`src/rtl/cxs_msi_if.sv`:
```
// MSI request/response handshake between the arbiter and the PCIe MSI port.
interface cxs_msi_if #(
    parameter int unsigned VEC_W = 5
);
    logic             msi_req;
    logic [VEC_W-1:0] msi_vector;
    logic             msi_ack;
    logic             msi_fail;

    modport master (
        output msi_req,
        output msi_vector,
        input  msi_ack,
        input  msi_fail
    );

    modport slave (
        input  msi_req,
        input  msi_vector,
        output msi_ack,
        output msi_fail
    );
endinterface

```
`src/rtl/cxs_msi_arbiter.sv`:
```
// Round-robin MSI scheduler: one message per pending-level assertion per group,
// with a programmable idle holdoff after every acknowledged or failed message.
module cxs_msi_arbiter #(
    parameter int unsigned NUM_SRC = 4,
    parameter int unsigned VEC_W   = 5,
    parameter int unsigned HOLD_W  = 16
) (
    input  logic               clk,
    input  logic               reset,
    input  logic [NUM_SRC-1:0] src_pending,
    input  logic               global_en,
    input  logic [VEC_W-1:0]   vec_base,
    input  logic [HOLD_W-1:0]  holdoff_cycles,
    cxs_msi_if.master          msi,
    output logic [NUM_SRC-1:0] armed,
    output logic               busy,
    output logic [7:0]         fail_count
);

    localparam int unsigned IDX_W = (NUM_SRC > 1) ? $clog2(NUM_SRC) : 1;
    localparam int unsigned SUM_W = IDX_W + 1;
    localparam logic [SUM_W-1:0] NUM_SRC_S = SUM_W'(NUM_SRC);
    localparam logic [IDX_W-1:0] LAST_IDX  = IDX_W'(NUM_SRC - 1);
    localparam logic [7:0]       FAIL_MAX  = 8'hFF;

    typedef enum logic [1:0] {
        IDLE = 2'd0,
        REQ  = 2'd1,
        HOLD = 2'd2
    } state_t;

    state_t             state_q, state_d;
    logic [IDX_W-1:0]   grant_q, grant_d;
    logic [IDX_W-1:0]   rr_ptr_q, rr_ptr_d;
    logic [HOLD_W-1:0]  hold_cnt_q, hold_cnt_d;
    logic               msi_req_q, msi_req_d;
    logic [VEC_W-1:0]   msi_vector_q, msi_vector_d;
    logic [NUM_SRC-1:0] armed_q, armed_d;
    logic [7:0]         fail_count_q, fail_count_d;
    logic               busy_q;

    logic [NUM_SRC-1:0] eligible;
    logic [NUM_SRC-1:0] clear;
    logic [IDX_W-1:0]   pick;
    logic [SUM_W-1:0]   probe;

    assign eligible = src_pending & armed_q & {NUM_SRC{global_en}};

    // First eligible index at or above rr_ptr, wrapping; the lowest offset is visited last so it wins.
    always_comb begin
        pick  = '0;
        probe = '0;
        for (int k = NUM_SRC - 1; k >= 0; k--) begin
            probe = SUM_W'(rr_ptr_q) + SUM_W'(k);
            if (probe >= NUM_SRC_S) begin
                probe = probe - NUM_SRC_S;
            end
            if (eligible[IDX_W'(probe)]) begin
                pick = IDX_W'(probe);
            end
        end
    end

    // Next-state and next-output decode.
    always_comb begin
        state_d      = state_q;
        grant_d      = grant_q;
        rr_ptr_d     = rr_ptr_q;
        hold_cnt_d   = hold_cnt_q;
        msi_vector_d = msi_vector_q;
        fail_count_d = fail_count_q;
        clear        = '0;

        case (state_q)
            IDLE: begin
                if (|eligible) begin
                    grant_d      = pick;
                    msi_vector_d = vec_base + VEC_W'(pick);
                    state_d      = REQ;
                end
            end
            REQ: begin
                if (msi.msi_ack || msi.msi_fail) begin
                    // Ack wins a simultaneous fail: the message was delivered.
                    if (msi.msi_ack) begin
                        clear[grant_q] = 1'b1;
                    end else if (fail_count_q != FAIL_MAX) begin
                        fail_count_d = fail_count_q + 8'd1;
                    end
                    rr_ptr_d = (grant_q == LAST_IDX) ? '0 : grant_q + IDX_W'(1);
                    if (holdoff_cycles == '0) begin
                        state_d = IDLE;
                    end else begin
                        hold_cnt_d = holdoff_cycles;
                        state_d    = HOLD;
                    end
                end
            end
            HOLD: begin
                if (hold_cnt_q <= HOLD_W'(1)) begin
                    hold_cnt_d = '0;
                    state_d    = IDLE;
                end else begin
                    hold_cnt_d = hold_cnt_q - HOLD_W'(1);
                end
            end
            default: begin
                state_d = IDLE;
            end
        endcase

        // A low pending level re-arms and dominates a same-cycle ack clear.
        armed_d   = ~src_pending | (armed_q & ~clear);
        msi_req_d = (state_d == REQ);
    end

    // State and output registers.
    always_ff @(posedge clk or posedge reset) begin
        if (reset) begin
            state_q      <= IDLE;
            grant_q      <= '0;
            rr_ptr_q     <= '0;
            hold_cnt_q   <= '0;
            msi_req_q    <= 1'b0;
            msi_vector_q <= '0;
            armed_q      <= '1;
            fail_count_q <= '0;
            busy_q       <= 1'b0;
        end else begin
            state_q      <= state_d;
            grant_q      <= grant_d;
            rr_ptr_q     <= rr_ptr_d;
            hold_cnt_q   <= hold_cnt_d;
            msi_req_q    <= msi_req_d;
            msi_vector_q <= msi_vector_d;
            armed_q      <= armed_d;
            fail_count_q <= fail_count_d;
            busy_q       <= (state_d != IDLE);
        end
    end

    assign msi.msi_req    = msi_req_q;
    assign msi.msi_vector = msi_vector_q;
    assign armed          = armed_q;
    assign busy           = busy_q;
    assign fail_count     = fail_count_q;

endmodule

```
`src/flat_wrapper.sv`:
```
// flat-port wrapper written by rule: the top's interface ports become plain ports
module cxs_msi_arbiter_flat 
#(
    parameter int unsigned NUM_SRC = 4,
    parameter int unsigned VEC_W   = 5,
    parameter int unsigned HOLD_W  = 16
)
  (clk, reset, src_pending, global_en, vec_base, holdoff_cycles, armed, busy, fail_count, msi_msi_req, msi_msi_vector, msi_msi_ack, msi_msi_fail);
  cxs_msi_if #(.VEC_W(VEC_W)) msi_i ();
  input  logic clk;
  input  logic reset;
  input  logic [NUM_SRC-1:0] src_pending;
  input  logic global_en;
  input  logic [VEC_W-1:0] vec_base;
  input  logic [HOLD_W-1:0] holdoff_cycles;
  output logic [NUM_SRC-1:0] armed;
  output logic busy;
  output logic [7:0] fail_count;
  output wire logic [$bits(msi_i.msi_req)-1:0] msi_msi_req;
  output wire logic [$bits(msi_i.msi_vector)-1:0] msi_msi_vector;
  input wire logic [$bits(msi_i.msi_ack)-1:0] msi_msi_ack;
  input wire logic [$bits(msi_i.msi_fail)-1:0] msi_msi_fail;
  assign msi_msi_req = msi_i.msi_req;
  assign msi_msi_vector = msi_i.msi_vector;
  assign msi_i.msi_ack = msi_msi_ack;
  assign msi_i.msi_fail = msi_msi_fail;
  cxs_msi_arbiter #(.NUM_SRC(NUM_SRC), .VEC_W(VEC_W), .HOLD_W(HOLD_W)) u_core (.clk(clk), .reset(reset), .src_pending(src_pending), .global_en(global_en), .vec_base(vec_base), .holdoff_cycles(holdoff_cycles), .msi(msi_i), .armed(armed), .busy(busy), .fail_count(fail_count));
endmodule
```
`config.mk`:
```
export PLATFORM = sky130hd
export DESIGN_NAME = cxs_msi_arbiter_flat
export DESIGN_NICKNAME = d
export VERILOG_FILES = /design/src/rtl/cxs_msi_if.sv /design/src/rtl/cxs_msi_arbiter.sv /design/src/flat_wrapper.sv
export SDC_FILE = /design/constraint.sdc
export NUM_CORES = 1
export LEC_CHECK = 0
export CAP_MARGIN = 20
export CORE_UTILIZATION = 56
export CTS_BUF_LIST = sky130_fd_sc_hd__clkbuf_16
export DETAILED_ROUTE_END_ITERATION = 7
export PLACE_DENSITY = 0.85
export SYNTH_ARGS = -nofsm -noshare
export SYNTH_HDL_FRONTEND = slang
export SYNTH_SLANG_ARGS = --single-unit
```
`constraint.sdc`:
```
create_clock -name clk -period 4.48 [get_ports clk]
set_input_delay 0.896 -clock clk [delete_from_list [all_inputs] [get_ports clk]]
set_output_delay 0.896 -clock clk [all_outputs]
set_load 0.02 [all_outputs]
```
==> results of run 1 <==
metrics by stage:
step / hold slack [ns] / area (µm²) / power [mW] / cells
2_1_floorplan: 0.4855 / 2555 / 1.476 / 264
3_3_place_gp: 0.4718 / 3068 / 1.728 / 358
3_5_place_dp: 0.4759 / 3068 / 1.766 / 358
4_1_cts: 0.4848 / 3208 / 2.121 / 366
5_1_grt: 0.5084 / 3208 / 2.288 / 366
6_report: 0.4843 / 3208 / 2.121 / 366
critical path: stages:
cell             delay, ns
clkdlybuf4s50_1       0.50
and2_1                0.17
o21ai_0               0.09
a221oi_1              0.42
ha_1                  0.26
fa_1                  0.41
mux2_2                0.26
cell usage after synthesis, types with 3 or more instances:
| library cell | n | area share, % |
|---|---|---|
| nor2b_1 | 6 | 1.5 |
| nor3_1 | 3 | 0.59 |
| dfrtp_1 | 37 | 36 |
| nand3_1 | 11 | 2.2 |
| nand2b_1 | 4 | 0.98 |
| mux2_2 | 4 | 1.8 |
| dfstp_2 | 4 | 4.1 |
| o21ai_0 | 9 | 1.8 |
| a22o_1 | 9 | 3.1 |
| ha_1 | 13 | 6.4 |
| and2_1 | 3 | 0.73 |
| xor2_1 | 6 | 2.1 |
| inv_1 | 21 | 3.1 |
| nand2_1 | 23 | 3.4 |
| xnor2_1 | 4 | 1.4 |
| o22ai_1 | 4 | 0.98 |
| o21ai_1 | 11 | 2.2 |
| nor4_1 | 7 | 1.7 |
| a31oi_1 | 3 | 0.73 |
| a21oi_1 | 10 | 2.0 |
| clkbuf_1 | 4 | 0.59 |
| nor2_1 | 13 | 1.9 |
| o2bb2ai_1 | 3 | 1.0 |
state kept, by name, summed over array words and instances (netlist names):
register / count
u_core.armed: 4
u_core.hold_cnt_q: 16
u_core.state_q: 2
u_core.busy: 1
u_core.fail_count: 8
u_core.msi.msi_req: 1
u_core.msi.msi_vector: 5
u_core.rr_ptr_q: 2
u_core.grant_q: 2
layer usage:
metal	part of all wire, %	routed length (µm)	up-vias	GRT usage, %
met5	0	0	-	0
met1	46	2662	1041	35.15
met2	46	2669	82	39.16
met4	1.9	108	0	9.070
met3	5.9	344	11	5.233
li1	-	-	1078	-
placed cells by master (no fill, tap or decap), types with 4 or more instances in the layout:
master / instances
a21oi_1: 10
a22o_1: 9
clkbuf_16: 5
clkdlybuf4s50_1: 48
dfrtp_1: 37
dfstp_2: 4
ha_1: 13
inv_1: 22
mux2_2: 4
nand2_1: 23
nand2b_1: 4
nand3_1: 11
nor2_1: 13
nor2b_1: 6
nor4_1: 7
o21ai_0: 9
o21ai_1: 11
o22ai_1: 4
xnor2_1: 4
xor2_1: 6
logic make-up after synthesis:
logic type	count (synthesis)
compound gates	80
xor+xnor	10
fa+ha+maj	14
buf+inv	29
flops	41
mux	5
simple gates	85
how the worst max path moves through the flow:
stage                                 start                  endpoint  slack (ns)  cells past startpoint
after floorplan              src_pending[3]  u_core.msi.msi_vector[1]        2.03                      6
after global placement       src_pending[3]  u_core.msi.msi_vector[1]        1.45                      7
after detailed placement     src_pending[3]  u_core.msi.msi_vector[1]        1.38                      7
after CTS                    src_pending[3]  u_core.msi.msi_vector[1]        1.68                      7
after global routing      holdoff_cycles[9]     u_core.hold_cnt_q[10]        1.52                      6
final                        src_pending[3]  u_core.msi.msi_vector[1]        1.64                      7
power by group through the flow:
| stage | Clock [mW] | Sequential [mW] | Combinational [mW] |
|---|---|---|---|
| floorplan | 0 | 0.742 | 0.734 |
| global placement | 0 | 0.706 | 1.02 |
| detailed placement | 0 | 0.713 | 1.05 |
| CTS | 0.345 | 0.709 | 1.07 |
| global route | 0.360 | 0.738 | 1.19 |
| finish | 0.338 | 0.711 | 1.07 |
final cells by class:
type / count / share of cell area [%]
Timing Repair Buffer: 50 / 15.44
Multi-Input combinational cell: 194 / 43.56
Clock buffer: 5 / 3.900
Tap cell: 52 / 2.028
Clock inverter: 3 / 0.4680
Sequential cell: 41 / 32.14
Inverter: 21 / 2.457
==> out/summary.md, run 1 <==
The path with the worst hold slack has its endpoint at u_core.armed[1]. The cell area that synthesis handed to floorplanning was 2555 µm². The setup slack of the worst register-to-register path is 1.90 ns.

In the final routed layout, each cell accounts on average for 15.80 µm. Summing the areas of all compound-gate instances in the mapped netlist gives 24.05% of the synthesized area. For the via count of the first global-routing pass, the log shows 2060. The total number of vias is 2212. The worst hold path begins at u_core.armed[1].

The total overflow left after global routing is 0. The area growth from synthesis to final layout is 25.56%, and the internal power of the cells is 1.226 mW. The element type at the critical path end is a register.

Remaining antenna violation count: 0. The number of diodes was 0. The launching point of the worst reg2reg path was u_core.hold_cnt_q[4].

The starting utilization of the core area was 58.28%. By area, the combinational part of the netlist is dominated by compound AO/OA/AOI/OAI gates. The logs give 0 for the final setup violation count and 4.64 ns for the required time of the worst setup path. Of the cells placed in the final design, the portion with a size suffix greater than 1 is 9.236%. The worst register-to-register path ends at u_core.msi.msi_req. STA classifies the critical path startpoint as an input port.

The root buffer cell chosen for the clock tree is clkbuf_16. In the routed design, unresolved DRC markers number 0. The number of iterations in the first detailed-routing pass was 5; the count of nets after finishing was 357.

The die is 69.55 µm tall. Power per cell area: 661.2 nW/µm². The analysis attributes to net switching a power of 0.8955 mW. Summed over all cells, the static leakage comes to 1.365 nW. The tools report the total clock sinks as 41. The post-synthesis sequential element count is 41, and the number of antenna violations at the first check in global routing is 0. Static timing analysis puts the maximum clock frequency at 0.3519 GHz. The switching part of the total power was 42.22%. The critical path data arrival time is 3.00 ns. The logs give 5784 µm for the post-detailed-routing wire length and 40.32% for the worst-case headroom to the max-slew limit.

TritonCTS built the clock tree. In the final layout, flip-flops and latches occupy 1031 µm². At the end of routability-driven placement, the weighted congestion stood at 0.8495. The flow ran to the end, and the final reports show no timing, DRC or antenna violations. The die covers 4837 µm². Counting every instance in the synthesized netlist gives 264. Yosys mapped a number of flops with a built-in enable equal to 0.

Sequential cells were found to cover 40.35% of the synthesized design area. For the post-synthesis net count, the log shows 308. The critical path in this run is classified as input port to register. The number of gates resized after CTS was 0. The run gives 25.27% as the total global routing track utilization. Of the total power, the clock network draws 15.9%.

The first routing iteration left 176 violations. The logs give 0 for the post-CTS setup-driven buffer insertion count and 0 ns for the setup total negative slack. Row generation in the floorplan step produced 24 rows. The die width works out to 69.55 µm. The netlist uses 61 different library cells. The half-perimeter wire length of the detailed placement result was 4057 µm. The mean cell area of the mapped netlist was 9.678 µm²; the share of total power in sequential cells was 33.5%. The area of combinational cells with multiple inputs was 1398 µm². The synthesized netlist devotes 17.92% of its cell area to simple gates.

The synthesized netlist devotes 7.150% of its cell area to adder and majority cells. In the post-route analysis, the smallest setup slack over all paths is 1.639 ns. The final max-slew violation count was 0; the via-per-instance ratio was 6.044. Clock tree synthesis inserted a total of 5 buffers. The clock latency on the worst-skew pair is 0.28 ns, and the post-synthesis share of cell area spent on xor and xnor gates is 3.428%.

The mux contribution to synthesized area works out to 2.155%. The relative contribution of combinational cells to total power is 50.5%. Setup repair after global routing left no endpoint under its margin. In this run the worst hold path is classified as register to register.

Filler cell count in the final layout: 341. The shortest period the worst path allows works out to 2.841 ns. At the pin with the least slew margin, the transition time is 0.8952 ns. The predominant post-synthesis flop cell is dfrtp_1. After clock tree synthesis, the clock-pin slew on the worst setup and hold paths is 0.06 ns.

The number of endpoints with negative hold slack in the final report was 0; the largest net degree at the start of global routing was 42. After synthesis, the share of flip-flops with an asynchronous set or reset is 100.0%. Once layout is complete, the utilization of the core stands at 73.17%. Hold buffer count at CTS: 0.

The logs give 1.382 ns for the pre-CTS setup slack and 49 for the count of pins on the block boundary. The clock skew was 0.006812 ns; the worst ir drop on vdd was 416.5 µV. Counting instances, the worst hold path has a depth of 2. Of all nets on the critical path, the largest fanout is 3. The clock passes through at most 2 buffers. After floorplanning, the core was sized to cover 4384 µm². The tools report the synthesis warning total as 0. The count of port buffers added during placement works out to 48. The first global-routing pass estimated 9763 µm of wire. The max-cap check violation count was 0.

The count of cells along the worst register-to-register path works out to 5. Part of the cycle the worst path needs: 63.42%. In this run the number of H-tree levels came out at 2.
Note: power is estimated with default switching activity, not from simulation.
==> run 2, diff against run 1 <==
--- a/config.mk
+++ b/config.mk
@@ -6,10 +6,10 @@
 export NUM_CORES = 1
 export LEC_CHECK = 0
 export CAP_MARGIN = 20
-export CORE_UTILIZATION = 56
+export CORE_UTILIZATION = 52
 export CTS_BUF_LIST = sky130_fd_sc_hd__clkbuf_16
 export DETAILED_ROUTE_END_ITERATION = 7
-export PLACE_DENSITY = 0.85
+export PLACE_DENSITY = 0.8
 export SYNTH_ARGS = -nofsm -noshare
 export SYNTH_HDL_FRONTEND = slang
 export SYNTH_SLANG_ARGS = --single-unit
==> constraint.sdc (replaced) <==
create_clock -name clk -period 2.7 [get_ports clk]
set_input_delay 0.54 -clock clk [delete_from_list [all_inputs] [get_ports clk]]
set_output_delay 0.54 -clock clk [all_outputs]
set_load 0.02 [all_outputs]
==> run 2 against run 1 <==
Net effect: routed wire length is 2.1% lower; clock-buffer cell count stayed put; critical path depth stayed put; worst hold slack worse by 0.010 ns; setup slack worse by 1.4 ns; die area is 7.5% higher; clock power is 70% higher; flip-flop and latch count stayed put; cell count is 5.7% higher; first-iteration DRC count is 26% lower; design area is 2.0% higher; register-to-register slack worse by 1.5 ns.
==> out/summary.md, run 2 (synthesized netlist as in run 1, its figures left out) <==
The run gives 42 (unchanged) as the largest net degree at the start of global routing. More flip-flops sit in one register than any other, and that register is u_core.hold_cnt_q. The logs give 49 (unchanged) for the count of pins on the block boundary and 0 (unchanged) for the hold buffer count at CTS. In this design, the largest share of critical-path delay is due to adder cells. For the clock latency on the worst-skew pair, the log shows 0.29 ns (about the same).

In the layout the commonest cells are clkdlybuf4s50_1 (48), dfrtp_1 (37), nand2_1 (23). The pre-CTS setup slack came out at -0.03590 ns (-1.418 ns). The worst-case clock buffer depth was 2 (unchanged). The area of the die came out at 5198 µm² (+7.5%). The count of nets after finishing came out at 363 (+1.7%). Post-route cell area: 3271 µm² (+2.0%). The standby leakage power was 1.399 nW (+2.5%); the DRC marker count from the first detailed-route iteration was 131 (-26%).

Tracing the worst setup path back leads to its startpoint at src_pending[3]. The worst setup path is captured at a register. The count of port buffers added during placement was 48 (unchanged); the count of cells along the worst register-to-register path was 6 (+1). For the depth of the CTS H-tree, the log shows 2 (unchanged).

The startpoint identified for the worst register-to-register timing path is u_core.armed[3]. The DRC violation count after routing was 0 (unchanged). Walking the worst path, the cells encountered are clkdlybuf4s50_1, and2_1, o21ai_0, a221oi_1, ha_1, fa_1, mux2_2.

The endpoint identified for the worst register-to-register timing path is u_core.msi.msi_vector[1]. The half-perimeter wire length of the detailed placement result is 4134 µm (+1.9%), and the starting utilization of the core area is 54.09% (-4.2 points). Final setup violation count: 0 (unchanged).

The wire length of the first global-routing pass is 9756 µm (about the same), and the post-detailed-routing wire length is 5661 µm (-2.1%). For the remaining global-route overflow, the log shows 0 (unchanged). The filler-free cell count of the finished design came out at 387 (+5.7%). The number of iterations in the first detailed-routing pass was 5 (unchanged); the area growth from synthesis to final layout was 28.01%.

The tools report the clock root buffer as clkbuf_16. The average detailed-routed wire length per instance works out to 14.63 µm (-7.4%). The setup slack of the worst register-to-register path is 0.42 ns (-1.48 ns), and the core outline area is 4723 µm² (+7.7%). The via count of the first global-routing pass was 2166 (+5.1%).

The shortest period the worst path allows was 2.466 ns; the die width was 72.10 µm (+3.7%). The library cell used most frequently in the layout, excluding fill and tap cells, is clkdlybuf4s50_1. The slew of the pin with the lowest slew margin was 0.5594 ns (-0.3359 ns). The setup slack of the critical path after layout came out at 0.2336 ns (-1.405 ns).

The logs give 62.32% (+22 points) for the worst-case headroom to the max-slew limit and 0 (unchanged) for the final max-slew violation count. The run gives 23.74% (-1.5 points) as the total global routing track utilization. The total number of vias is 2225 (+0.59%), and the part of the cycle the worst path needs is 91.35%. For the required time of the worst setup path, the log shows 2.87 ns (-1.77 ns).

The clock skew was 0.008268 ns (+0.001457 ns); the global placement routability congestion was 0.8369 (-1.5%). The instance count on the critical path works out to 7 (unchanged). The slowest stage of the critical path belongs to the cell clkdlybuf4s50_1. The remaining antenna violation count came out at 0 (unchanged). The number of endpoints with negative hold slack in the final report was 0 (unchanged); the fraction of layout cells with a size suffix above 1 was 11.25% (+2.0 points).

The total power of the final layout is 3.581 mW (+69%), and the power per cell area is 1095 nW/µm² (+66%). Number of placement rows: 25 (+4.2%). By startpoint and endpoint, the worst setup path is classified as input port to register.

The logs give 0 (unchanged) for the number of diodes and 0 (unchanged) for the count of instances resized after the clock tree is built. The largest stage delay on the critical path came out at 0.47 ns (-0.03 ns). The via-per-instance ratio was 5.749 (-4.9%); the number of flip-flops in the largest register was 16 (unchanged).

STA classifies the critical path startpoint as an input port. The maximum fanout count along the critical path was 3 (unchanged). The chip height came out at 72.10 µm (+3.7%). The buffer and inverter count on the worst path came out at 1 (unchanged).

The tools report the worst ir drop on vdd as 526.5 µV (+26%). The placed standard-cell area was 3132 µm² (+2.1%). The max-cap check violation count was 0 (unchanged); the instance count after placement with tap cells included was 379 (+5.9%).

The number of antenna violations at the first check in global routing is 0 (unchanged), and the setup total negative slack is 0 ns (unchanged). The tightest min-delay check is of the register to register type. TritonCTS built the clock tree. The CTS buffer count is 5 (unchanged), and the total clock sinks is 41 (unchanged). The clock edge transition at the registers on the reported setup and hold paths came out at 0.06 ns (about the same).

The destination of the critical timing path is u_core.msi.msi_vector[1]. The run gives 0 (unchanged) as the post-CTS setup-driven buffer insertion count. The run finished with clean final reports. The highest clock frequency the design can meet was 0.4055 GHz. Setup repair after global routing left no endpoint under its margin. The filler cell count in the final layout is 362 (+6.2%). For the critical path data arrival time, the log shows 2.64 ns (-0.36 ns).
## run 2: metal layers
metal  GRT usage [%]  up-vias  part of all wire (%)
li1                -     1083                     -
met1           32.73     1072                    46
met2           37.38       63                    48
met3           3.750        7                   4.7
met4           9.804        0                   1.3
met5               0        -                     0
## run 2: final cells by class
cell class / instances / area [µm²] / share of cell area (%)
Tap cell: 67 / 83.83 / 2.563
Inverter: 21 / 78.83 / 2.410
Timing Repair Buffer: 56 / 540.5 / 16.53
Clock inverter: 3 / 13.76 / 0.4208
Sequential cell: 41 / 1031 / 31.52
Clock buffer: 5 / 125.1 / 3.826
Multi-Input combinational cell: 194 / 1398 / 42.73
## run 2: worst min path at each step
stage                                     start                    end  slack (ns)  cells after the start
after CTS                       u_core.armed[3]        u_core.armed[3]        0.48                      2
final                           u_core.armed[3]        u_core.armed[3]        0.47                      2
after global placement          u_core.armed[3]        u_core.armed[3]        0.46                      2
after detailed placement        u_core.armed[3]        u_core.armed[3]        0.47                      2
after global routing            u_core.armed[3]        u_core.armed[3]        0.51                      2
after floorplan           u_core.hold_cnt_q[10]  u_core.hold_cnt_q[10]        0.49                      2
## run 2: power breakdown
part / internal, mW / switching, mW / total (mW)
sequential: 0.885 / 0.301 / 1.19
combinational: 0.854 / 0.967 / 1.82
clock: 0.336 / 0.237 / 0.573
## run 2: worst reg2reg max path: stages, from the launching register on
cell      delay (ns)
dfstp_2         0.54
and2_1          0.16
o21ai_0         0.09
a221oi_1        0.42
ha_1            0.27
fa_1            0.41
mux2_2          0.26
## run 2: per-stage QoR
stage / hold slack [ns] / util (%)
global placement: 0.4623 / 66.30
detailed placement: 0.4665 / 66.30
finish: 0.4739 / 69.25
CTS: 0.4755 / 69.25
global route: 0.5069 / 69.25
floorplan: 0.4855 / -
==> run 3, diff against run 2 <==
--- a/config.mk
+++ b/config.mk
@@ -6,10 +6,9 @@
 export NUM_CORES = 1
 export LEC_CHECK = 0
 export CAP_MARGIN = 20
-export CORE_UTILIZATION = 52
+export CORE_UTILIZATION = 30
 export CTS_BUF_LIST = sky130_fd_sc_hd__clkbuf_16
 export DETAILED_ROUTE_END_ITERATION = 7
-export PLACE_DENSITY = 0.8
 export SYNTH_ARGS = -nofsm -noshare
 export SYNTH_HDL_FRONTEND = slang
 export SYNTH_SLANG_ARGS = --single-unit
==> run 3 against run 2 <==
Net effect: global-route usage down 10 points; clock skew down 0.0040 ns; sequential power about the same; clock-buffer cell count unchanged; via count down 1.3%; worst hold slack better by 0.0055 ns; die area up 71%; design area up 1.6%; maximum frequency up 1.8%; flip-flop and latch count unchanged; critical path type unchanged; largest power group unchanged.
==> out/summary.md, run 3 (synthesized netlist as in run 1, its figures left out) <==
TritonCTS built the clock tree. The total routed wire length on the met1 layer came out at 2772 µm (+6.8%). The kind of cell adding the most delay to the critical path is adder cells. The flow ran to the end, and the final reports show no timing, DRC or antenna violations. The worst hold path startpoint is u_core.armed[3]. Buffer and inverter count on the worst path: 1 (unchanged).

The detailed router used layers up to and including met4. The logs give 8217 µm² (+74%) for the core outline area and 2.59 ns (-0.05 ns) for the critical path data arrival time. In the layout the commonest cells are clkdlybuf4s50_1 (48), dfrtp_1 (37), nand2_1 (23). The post-CTS setup-driven buffer insertion count was 0 (unchanged). Fraction of layout cells with a size suffix above 1: 11.21% (-0.035 points). The via-per-instance ratio is 5.157 (-10%). The logs give 4236 µm (+2.5%) for the half-perimeter wire length of the detailed placement result and 5 (unchanged) for the CTS buffer count. The part of the cycle the worst path needs is 89.70% (-1.6 points). The number of flip-flops in the largest register was 16 (unchanged); the hold buffer count at CTS was 0 (unchanged). The element type at the critical path end is a register. The logs give 2.87 ns (about the same) for the required time of the worst setup path and 49 (unchanged) for the count of pins on the block boundary. The instance count after placement with tap cells included was 418 (+10%). For this design, the slowest cell found on the critical path is clkdlybuf4s50_1. The DRC violation count after routing is 0 (unchanged). Leaving out fill and tap cells, the most frequent cell in the layout is clkdlybuf4s50_1. The critical path goes through clkdlybuf4s50_1, and2_1, o21ai_0, a221oi_1, ha_1, fa_1, mux2_2. The run gives 8890 µm² (+71%) as the area of the die.

The logs give 5666 µm (about the same) for the post-detailed-routing wire length and 2567 µm (-5.7%) for the met2 wirelength from detailed routing. The total clock sinks is 41 (unchanged). The logs give 0 (unchanged) for the number of endpoints with negative hold slack in the final report and 0 (unchanged) for the final max-slew violation count.

The post-route cell area was 3324 µm² (+1.6%); the worst ir drop on vdd was 408.3 µV (-22%). The via count of the first global-routing pass was 2134 (-1.5%); the number of iterations in the first detailed-routing pass was 4 (-1). The die width was 94.29 µm (+31%); the wire length of the first global-routing pass was 9701 µm (-0.56%). For the global placement routability congestion, the log shows 0.8298 (-0.85%). The run gives 0 (unchanged) as the remaining antenna violation count.

Clock root buffer: clkbuf_16. The final-layout worst hold slack is 0.4793 ns (+0.005466 ns). The run gives 63.17% (+0.86 points) as the worst-case headroom to the max-slew limit. The filler cell count in the final layout was 826 (+130%); the final setup violation count was 0 (unchanged).

In this run the critical register-to-register path is captured at u_core.hold_cnt_q[3]. The remaining global-route overflow came out at 0 (unchanged). The depth of the CTS H-tree is 2 (unchanged), and the number of placement rows is 33 (+32%). Power per cell area: 1069 nW/µm² (-2.3%).

The total power of the final layout is 3.555 mW (-0.71%), and the average detailed-routed wire length per instance is 13.30 µm (-9.1%). The clock edge transition at the registers on the reported setup and hold paths was 0.06 ns (about the same). The filler-free cell count of the finished design came out at 426 (+10%). DRC marker count from the first detailed-route iteration: 126 (-3.8%). The type of the worst setup path was input port to register. Met3 wirelength from detailed routing: 304 µm (+14%). For the placed standard-cell area, the log shows 3187 µm² (+1.8%). The chip height is 94.29 µm (+31%). Max-cap check violation count: 0 (unchanged). The path with the worst hold slack has its endpoint at u_core.armed[3]. The slew of the pin with the lowest slew margin is 0.5467 ns (-0.01270 ns).

The register with the most flip-flops is u_core.hold_cnt_q. The setup slack of the worst register-to-register path is 0.45 ns (+0.03 ns), and the area growth from synthesis to final layout is 30.12%. The count of nets after finishing was 364 (+0.28%). The highest clock frequency the design can meet was 0.4129 GHz (+1.8%); the clock skew was 0.004313 ns (-0.003955 ns).

In this run the worst hold path is classified as register to register. The tools report the starting utilization of the core area as 31.09% (-23 points). For the fraction of the core area covered by cells at the end of the flow, the log shows 40.46% (-29 points).

The shortest period the worst path allows works out to 2.422 ns (-0.04442 ns). The worst setup path is launched from an input port. Launching point of the worst reg2reg path: u_core.hold_cnt_q[4]. The total global routing track utilization came out at 13.65% (-10 points). The logs give 0.2780 ns (+0.04442 ns) for the setup slack of the critical path after layout and 1.398 nW (about the same) for the standby leakage power. The largest stage delay on the critical path is 0.47 ns (about the same). Setup repair after global routing left no endpoint under its margin. Count of instances resized after the clock tree is built: 0 (unchanged). For the number of antenna violations at the first check in global routing, the log shows 0 (unchanged). The tools report the clock latency on the worst-skew pair as 0.28 ns (about the same). The setup total negative slack came out at 0 ns (unchanged). The number of diodes is 0 (unchanged), and the instance count along the most critical hold path is 2 (unchanged).

The count of port buffers added during placement is 48 (unchanged), and the largest net degree at the start of global routing is 42 (unchanged). The total number of vias is 2197 (-1.3%). Pre-CTS setup slack: -0.003845 ns (+0.03206 ns). The maximum fanout count along the critical path is 3 (unchanged). The count of cells along the worst register-to-register path was 6 (unchanged). Worst-case clock buffer depth: 2 (unchanged).
## run 3: changes by cell type in the layout (fill, tap and decap cells not counted)
cell and change:
clkinv_1 +2, buf_4 +1, clkinv_2 -1, inv_1 -1
## run 3: how the worst max path moves through the flow
| stage | from | endpoint | slack, ns | cells after the start |
|---|---|---|---|---|
| 3_3_place_gp | src_pending[3] | u_core.msi.msi_vector[1] | 0.02 | 7 |
| 2_1_floorplan | u_core.armed[3] | u_core.msi.msi_vector[1] | 0.53 | 6 |
| 5_1_grt | src_pending[3] | u_core.msi.msi_vector[1] | 0.18 | 7 |
| 6_report | src_pending[3] | u_core.msi.msi_vector[1] | 0.28 | 7 |
| 4_1_cts | src_pending[3] | u_core.msi.msi_vector[1] | 0.29 | 7 |
| 3_5_place_dp | src_pending[3] | u_core.msi.msi_vector[1] | -0.004 | 7 |
## run 3: worst register-to-register path, delay by kind of cell, from the launching register on
family                 cells  cell delay [ns]
DFF                        1             0.47
buffers and inverters      1             0.23
and+or+nand+nor            1             0.43
AOI/OAI and AO/OA          4             1.01
## run 3: where the power goes
part           internal, mW  switching [mW]  leakage [nW]  total, mW
Sequential            0.885           0.295         0.498       1.18
Clock                 0.334           0.235        0.0687      0.569
Combinational         0.859           0.946         0.831       1.81
Total                  2.08            1.48          1.40       3.56
## run 3: per-layer routing
layer	up-vias	track usage [%]
li1	1087	-
met1	1047	19.03
met2	61	21.50
met3	2	2.589
met4	0	3.462
met5	-	0
## run 3: layout make-up
cell class	instances	area, µm²	share of cell area [%]
Clock inverter	3	12.51	0.3764
Sequential cell	41	1031	31.01
Tap cell	105	131.4	3.952
Clock buffer	5	125.1	3.764
Inverter	21	78.83	2.371
Timing Repair Buffer	57	548.0	16.48
Multi-Input combinational cell	194	1398	42.04
